<file path="config.mk">
export PLATFORM = sky130hd
export DESIGN_NAME = ahb_decode_resp_mux
export DESIGN_NICKNAME = d
export VERILOG_FILES = /design/src/rtl/ahb_decode_resp_mux.sv
export SDC_FILE = /design/constraint.sdc
export NUM_CORES = 1
export LEC_CHECK = 0
export ABC_AREA = 1
export CORE_AREA = 2 2 86 88
export DETAILED_ROUTE_END_ITERATION = 10
export DIE_AREA = 0 0 88 90
export PLACE_DENSITY = 0.77
export SKIP_LAST_GASP = 1
export SYNTH_ARGS = -nofsm -noshare
export SYNTH_HDL_FRONTEND = slang
export SYNTH_SLANG_ARGS = --single-unit
</file>
<file path="constraint.sdc">
create_clock -name hclk -period 2.55 [get_ports hclk]
set_clock_uncertainty 0.15 [all_clocks]
set_input_delay 0.255 -clock hclk [delete_from_list [all_inputs] [get_ports hclk]]
set_output_delay 0.255 -clock hclk [all_outputs]
set_load 0.02 [all_outputs]
</file>
<file path="src/rtl/ahb_decode_resp_mux.sv">
// ahb_decode_resp_mux: AHB address decoder, data-phase slave response mux and saturating error counter
module ahb_decode_resp_mux #(
  parameter int                          SLV_NUM  = 4,
  parameter int                          ADDR_W   = 32,
  parameter int                          DATA_W   = 32,
  parameter logic [SLV_NUM*ADDR_W-1:0]   SLV_BASE = '0,
  parameter logic [SLV_NUM*ADDR_W-1:0]   SLV_MASK = {SLV_NUM{32'hF000_0000}},
  parameter int                          CNT_W    = 8
) (
  input  logic                        hclk,
  input  logic                        hreset_n,
  input  logic [ADDR_W-1:0]           haddr,
  input  logic [1:0]                  htrans,
  output logic [SLV_NUM-1:0]          hsel,
  output logic                        default_slv_sel,
  input  logic [SLV_NUM*DATA_W-1:0]   slv_hrdata,
  input  logic [SLV_NUM-1:0]          slv_hreadyout,
  input  logic [SLV_NUM-1:0]          slv_hresp,
  input  logic                        def_hreadyout,
  input  logic                        def_hresp,
  output logic                        hready,
  output logic                        hresp,
  output logic [DATA_W-1:0]           hrdata,
  output logic [CNT_W-1:0]            err_cnt,
  input  logic                        err_cnt_clr
);
  localparam int            IW   = $clog2(SLV_NUM + 2);
  localparam logic [IW-1:0] DEF  = IW'(SLV_NUM);
  localparam logic [IW-1:0] NONE = IW'(SLV_NUM + 1);
  logic [IW-1:0]    hit_idx, dsel_d, dsel_q;
  logic             hit;
  logic [CNT_W-1:0] err_cnt_d, err_cnt_q;
  logic             unused;
  assign unused = htrans[0];
  // Descending scan so the lowest matching index is the one left standing
  always_comb begin
    hit = 1'b0;
    hit_idx = NONE;
    for (int i = SLV_NUM - 1; i >= 0; i--)
      if ((haddr & SLV_MASK[i*ADDR_W +: ADDR_W]) == (SLV_BASE[i*ADDR_W +: ADDR_W] & SLV_MASK[i*ADDR_W +: ADDR_W])) begin
        hit = 1'b1;
        hit_idx = IW'(i);
      end
  end
  assign hsel            = (htrans[1] && hit) ? SLV_NUM'(1) << hit_idx : '0;
  assign default_slv_sel = htrans[1] && !hit;
  assign dsel_d          = !htrans[1] ? NONE : hit ? hit_idx : DEF;
  always_ff @(posedge hclk or negedge hreset_n)
    if (!hreset_n) dsel_q <= NONE;
    else if (hready) dsel_q <= dsel_d;
  always_comb begin
    hready = dsel_q == DEF ? def_hreadyout : 1'b1;
    hresp  = dsel_q == DEF ? def_hresp : 1'b0;
    hrdata = '0;
    for (int i = 0; i < SLV_NUM; i++)
      if (dsel_q == IW'(i)) begin
        hready = slv_hreadyout[i];
        hresp  = slv_hresp[i];
        hrdata = slv_hrdata[i*DATA_W +: DATA_W];
      end
  end
  assign err_cnt_d = err_cnt_clr ? '0 :
                     (hready && hresp && err_cnt_q != '1) ? err_cnt_q + CNT_W'(1) : err_cnt_q;
  always_ff @(posedge hclk or negedge hreset_n)
    if (!hreset_n) err_cnt_q <= '0;
    else err_cnt_q <= err_cnt_d;
  assign err_cnt = err_cnt_q;
endmodule

</file>
==> key figures, run 1 <==
Layout
  – Post-Layout Cell Count: 423
  – Area Overhead vs Synth: 122.2%
  – Share of layout cells above drive strength 1: ~4.3%
  – Nets: ~500
  – Reg area: 252.7 µm²
  – Fillers: around 730
  – Final instance area: approximately 0.0025 mm²
  – Area of the multi-input gates: slightly below 800 µm²
  – # diodes: 0

Synth
  – Register area share after synthesis: between 20% and 30%
  – Most frequent cell after synthesis: nand2_1
  – Post-synth EDFFs: 0
  – Post-synthesis compound-gate area fraction: roughly 2.8%
  – Synth top area share: 32.34%
  – Post-Synth Adder-Cell Area: under 10%
  – Synth Area in Simple Gates: roughly 63%
  – Synth area leader: nand2_1
  – #FFs+latches synth: 10
  – Synthesized area: roughly 0.0011 mm²
  – Post-synth top cells: nand2_1, nand3_1, nor2_1, dfrtp_1, inv_1
  – Mux cell area share after synthesis: 0%
  – Synth warn: 0
  – Async S/R FF share, synth: between 90% and 100%
  – Distinct cells, synth: 24
  – Post-Synthesis Cells: between 200 and 250
  – Post-synth top flop: dfrtp_1
  – Largest family of logic cells by synthesized area: simple AND/OR/NAND/NOR gates
  – Synth Area in XOR/XNOR: between 1.5 and 2%
  – Synth area leaders: nand2_1, nand3_1, dfrtp_1
  – Mean post-synth cell area: roughly 5.5 µm²

Floorplan
  – Full die area: slightly below 0.008 mm²
  – Row cnt: 31
  – Initial core utilization: between 10% and 20%
  – Chip Width: between 80 and 90 µm
  – Height of the die: 90 µm
  – I/O pins: 222
  – Core Area: approximately 0.0070 mm²

Pwr
  – Clock power frac: a little over a tenth
  – Leakage power: 0.001119 µW
  – Tot Pwr: 1837 µW
  – Switching Share: 47.36%
  – Cell-internal power: roughly 970 µW
  – Logic pwr share: between 70% and 80%
  – Net Switching: around 870 µW
  – PwrDens: 726.9 mW/mm²
  – Sequential share of power: 16.0%
  – Worst VDD drop: roughly 0.00055 V

Drt
  – Detail Route Antenna Nets: 0
  – Drt total wl: between 4000 and 5000 µm
  – DR vias: roughly 1700
  – Initial drt markers: 48
  – Vias per cell: between 4 and 5
  – Drc violations: 0
  – Routed len/inst: around 11 µm
  – Number of iterations in the first detailed-routing pass: 4

STA
  – Fin crit period: 2.419 ns
  – RSZ-0062 raised after global routing: no
  – Final hold viol count: 0
  – Fin. max-slew vios: 0
  – Fmax: between 400 and 500 MHz
  – Sum Neg Setup Slack: 0 ns
  – Part of the cycle the worst path needs: 94.87%
  – Fin Hold WS: between 0.15 and 0.2 ns
  – Finish-stage setup viols: 0

Clock tree
  – CTS sink cnt: 10
  – Root Driver: clkbuf_8
  – Reg clk slew, reported paths: roughly 0.050 ns
  – Htree depth: 1
  – Clk_lat worst skew: ~0.24 ns
  – CTS tree: built
  – Gates resized, CTS repair: 0
  – CTS Buf Count: 3
  – Setup Buffers After CTS: 0
  – Clk buf depth: 2
  – Hold-fix buffers, CTS: 0

Outcome
  – Status: complete, no violations

GRT
  – Pin count of the biggest net entering global routing: 29
  – Number of global-route vias before repair: 1672
  – First-pass GRT wire length: approximately 7500 µm
  – GRT Util Overall: approximately 11%
  – Initial antenna violation count: 0
  – Global route total overflow: 0

Critical path
  – CP Launch Type: flip-flop
  – R2R cell count: 7
  – CP endpoint kind: output port
  – Worst EP arrival: 2.01 ns
  – Crit path kind: reg -> out
  – Required time of the critical path: between 2 and 2.5 ns
  – Worst-path maximum fanout: 28

Min path
  – Worst min-delay path category: in -> async

Place
  – Placed Cells: roughly 420
  – Final HPWL DP: between 3000 and 4000 µm
  – RD Place Congestion: roughly 0.88
  – Port Buffers: 121
  – Area after DPL: around 0.0025 mm²

Job
  – MaxCap Viol Count: 0
[final timing paths]
kind	startpoint	end	slack, ns
max reg2reg	dsel_q[0]	err_cnt[6]	0.71
min in group hclk	err_cnt[1]	err_cnt[1]	0.43
min	hreset_n	err_cnt[5]	0.19
max in group asynchronous	hreset_n	dsel_q[2]	1.71
max	dsel_q[0]	hrdata[0]	0.13
min reg2reg	err_cnt[1]	err_cnt[1]	0.43
[logic make-up after synthesis]
| family | count (synthesis) |
|---|---|
| simple gates | 165 |
| other cells | 1 |
| compound gates | 5 |
| buf+inv | 24 |
| xor+xnor | 2 |
| flops | 10 |
| fa+ha+maj | 1 |
[registers in the layout, indices dropped and copies added, names as in the netlist]
| signal | flops |
|---|---|
| err_cnt | 8 |
| dsel_q | 2 |
[critical path, stage by stage (launching register included)]
cell and delay (ns):
dfstp_2 0.77, nor2_4 0.13, buf_12 0.18, nand2_1 0.06
nand2_1 0.06, clkdlybuf4s50_1 0.54
[per-stage QoR]
step                      setup WS, ns  util, %
after floorplan                 0.8850        -
after global placement          0.3742    35.22
after detailed placement        0.3585    35.22
after CTS                       0.1030    36.00
after global routing           0.02874    36.00
final                           0.1307    36.00
[layout make-up]
| class | count | share of cell area (%) |
|---|---|---|
| tap | 99 | 4.901 |
| multi-input combinational | 176 | 31.14 |
| clock buffer | 4 | 2.178 |
| sequential | 10 | 10.00 |
| inverter | 10 | 1.485 |
| timing repair buffer | 124 | 50.30 |
[per-layer routing]
layer / up-vias / GRT usage, % / routed length, µm
li1: 887 / - / -
met1: 762 / 12.39 / 1738
met2: 88 / 20.96 / 2336
met3: 7 / 3.214 / 557
met4: 0 / 3.333 / 65
met5: - / 0 / 0
[power groups by stage]
stage	Sequential, µW	Combinational [µW]	Clock [µW]
3_3_place_gp	297	1340	0
3_5_place_dp	297	1360	0
6_report	294	1340	203
4_1_cts	295	1360	205
2_1_floorplan	262	705	0
5_1_grt	306	1450	215
[layout by cell type (no fill, tap or decap), drive strengths merged, types with 3 or more instances in the layout]
cell type / n
dfrtp: 8
clkdlybuf4s50: 121
nor2: 16
clkbuf: 4
nand2: 99
nand3: 49
conb: 3
inv: 9
buf: 3
No activity file was read; power rests on OpenSTA's default activity.
==> run 2, diff against run 1 <==
--- a/config.mk
+++ b/config.mk
@@ -10,6 +10,7 @@
 export DETAILED_ROUTE_END_ITERATION = 10
 export DIE_AREA = 0 0 88 90
 export PLACE_DENSITY = 0.77
+export RECOVER_POWER = 25
 export SKIP_LAST_GASP = 1
 export SYNTH_ARGS = -nofsm -noshare
 export SYNTH_HDL_FRONTEND = slang
==> run 2 against run 1 <==
  * Largest cell class unchanged
  * Global-route usage unchanged
  * Highest routed layer unchanged
  * Register-to-register slack about the same
  * Sequential cell count stayed put
  * First-iteration DRC count fell by 4.2%
  * Cell count unchanged
==> key figures, run 2 (synthesis gave the netlist of run 1 again) <==
Outcome
  – Status: complete, no violations

Floorplan
  – Core Area: around 0.0070 mm²
  – Chip Width: approximately 88 µm
  – Initial core utilization: 16.20%
  – Height of the die: 90 µm
  – I/O pins: approximately 220
  – Full die area: ~0.008 mm²
  – Row cnt: 31

Min path
  – Worst min-delay path category: in -> async

Layout
  – Share of layout cells above drive strength 1: about 4.3%
  – Fillers: 728
  – Max FFs per register: 8
  – Area Overhead vs Synth: 122.2%
  – Area of the multi-input gates: 787.0 µm²
  – Nets: approximately 500
  – # diodes: 0
  – Most frequent cells in the layout: clkdlybuf4s50_1, nand2_1, nand3_1
  – Reg area: 252.7 µm²
  – Most common cell after layout, fill and taps aside: clkdlybuf4s50_1
  – Core Util, Final: roughly 36%

Critical path
  – Worst EP arrival: between 2 and 2.5 ns
  – Crit path kind: reg -> out
  – Required time of the critical path: about 2.1 ns
  – Worst-path maximum fanout: 28
  – CP endpoint kind: output port
  – CP Launch Type: flip-flop

Drt
  – DR vias: around 1700
  – Drc violations: 0
  – Number of iterations in the first detailed-routing pass: 4
  – Routed len/inst: about 11 µm
  – Detail Route Antenna Nets: 0
  – Drt total wl: about 4700 µm
  – Vias per cell: about 4.1
  – Initial drt markers: 46

Pwr
  – Sequential share of power: 16.0%
  – Leakage power: about 0.0011 µW
  – Tot Pwr: around 1800 µW
  – Net Switching: 869.6 µW
  – Cell-internal power: ~960 µW
  – Clock power frac: 11.1%
  – Switching Share: 47.46%
  – PwrDens: a little over 700 mW/mm²
  – Logic pwr share: 72.9%
  – Worst VDD drop: between 0.0005 and 0.0006 V

Clock tree
  – Htree depth: 1
  – Root Driver: clkbuf_8
  – Gates resized, CTS repair: 0
  – Reg clk slew, reported paths: ~0.05 ns
  – Clk_lat worst skew: between 0.2 and 0.25 ns
  – Clk buf depth: 2
  – Hold-fix buffers, CTS: 0
  – CTS sink cnt: 10
  – CTS Buf Count: 3
  – CTS tree: built
  – Setup Buffers After CTS: 0

GRT
  – Initial antenna violation count: 0
  – First-pass GRT wire length: between 7000 and 8000 µm
  – GRT Util Overall: a little under an eighth
  – Pin count of the biggest net entering global routing: 29
  – Number of global-route vias before repair: approximately 1700
  – Global route total overflow: 0

STA
  – Fmax: ~410 MHz
  – Final hold viol count: 0
  – RSZ-0062 raised after global routing: no
  – Setup WS post-layout: around 0.13 ns
  – Sum Neg Setup Slack: 0 ns
  – Fin crit period: 2.418 ns
  – Finish-stage setup viols: 0
  – Part of the cycle the worst path needs: between 90% and 100%
  – Fin. max-slew vios: 0

Place
  – DP Worst Slack: approximately 0.36 ns
  – RD Place Congestion: around 0.88
  – Port Buffers: ~120
  – Final HPWL DP: between 3000 and 4000 µm

Job
  – MaxCap Viol Count: 0
run 2: layout make-up:
class	count	share of cell area [%]
Timing Repair Buffer	124	50.30
Clock buffer	4	2.178
Inverter	10	1.485
Multi-Input combinational cell	176	31.14
Tap cell	99	4.901
Sequential cell	10	10.00
run 2: worst paths after layout:
check	startpoint	endpoint	slack, ns	depth (start not counted)
min in group hclk	err_cnt[1]	err_cnt[1]	0.42	2
hold reg to reg	err_cnt[1]	err_cnt[1]	0.42	2
setup / recovery	dsel_q[0]	hrdata[0]	0.13	5
setup reg to reg	dsel_q[0]	err_cnt[6]	0.71	7
max in group asynchronous	hreset_n	dsel_q[2]	1.64	1
hold / removal	hreset_n	err_cnt[5]	0.26	1
run 2: worst max-delay path: stages (launching register included):
cell	delay, ns
dfstp_2	0.77
nor2_4	0.13
buf_12	0.18
nand2_1	0.06
nand2_1	0.06
clkdlybuf4s50_1	0.54
run 2: power by group through the flow:
stage | clock network (µW) | logic, µW | registers, µW
6_report | 202 | 1340 | 293
5_1_grt | 215 | 1450 | 306
4_1_cts | 205 | 1360 | 295
3_5_place_dp | 0 | 1360 | 297
3_3_place_gp | 0 | 1340 | 297
2_1_floorplan | 0 | 705 | 262
run 2: metrics by stage:
stage | hold slack (ns) | cells | area (µm²)
2_1_floorplan | -0.1906 | 210 | 1145
3_3_place_gp | 0.4104 | 419 | 2472
3_5_place_dp | 0.4140 | 419 | 2472
4_1_cts | 0.2038 | 423 | 2527
5_1_grt | 0.2860 | 423 | 2527
6_report | 0.2579 | 423 | 2527
run 2: metal layers:
layer,up-vias,track usage (%),wire length [µm]
li1,888,-,-
met1,761,12.39,1718
met2,90,20.96,2355
met3,6,3.214,572
met4,0,3.333,61
met5,-,0,0
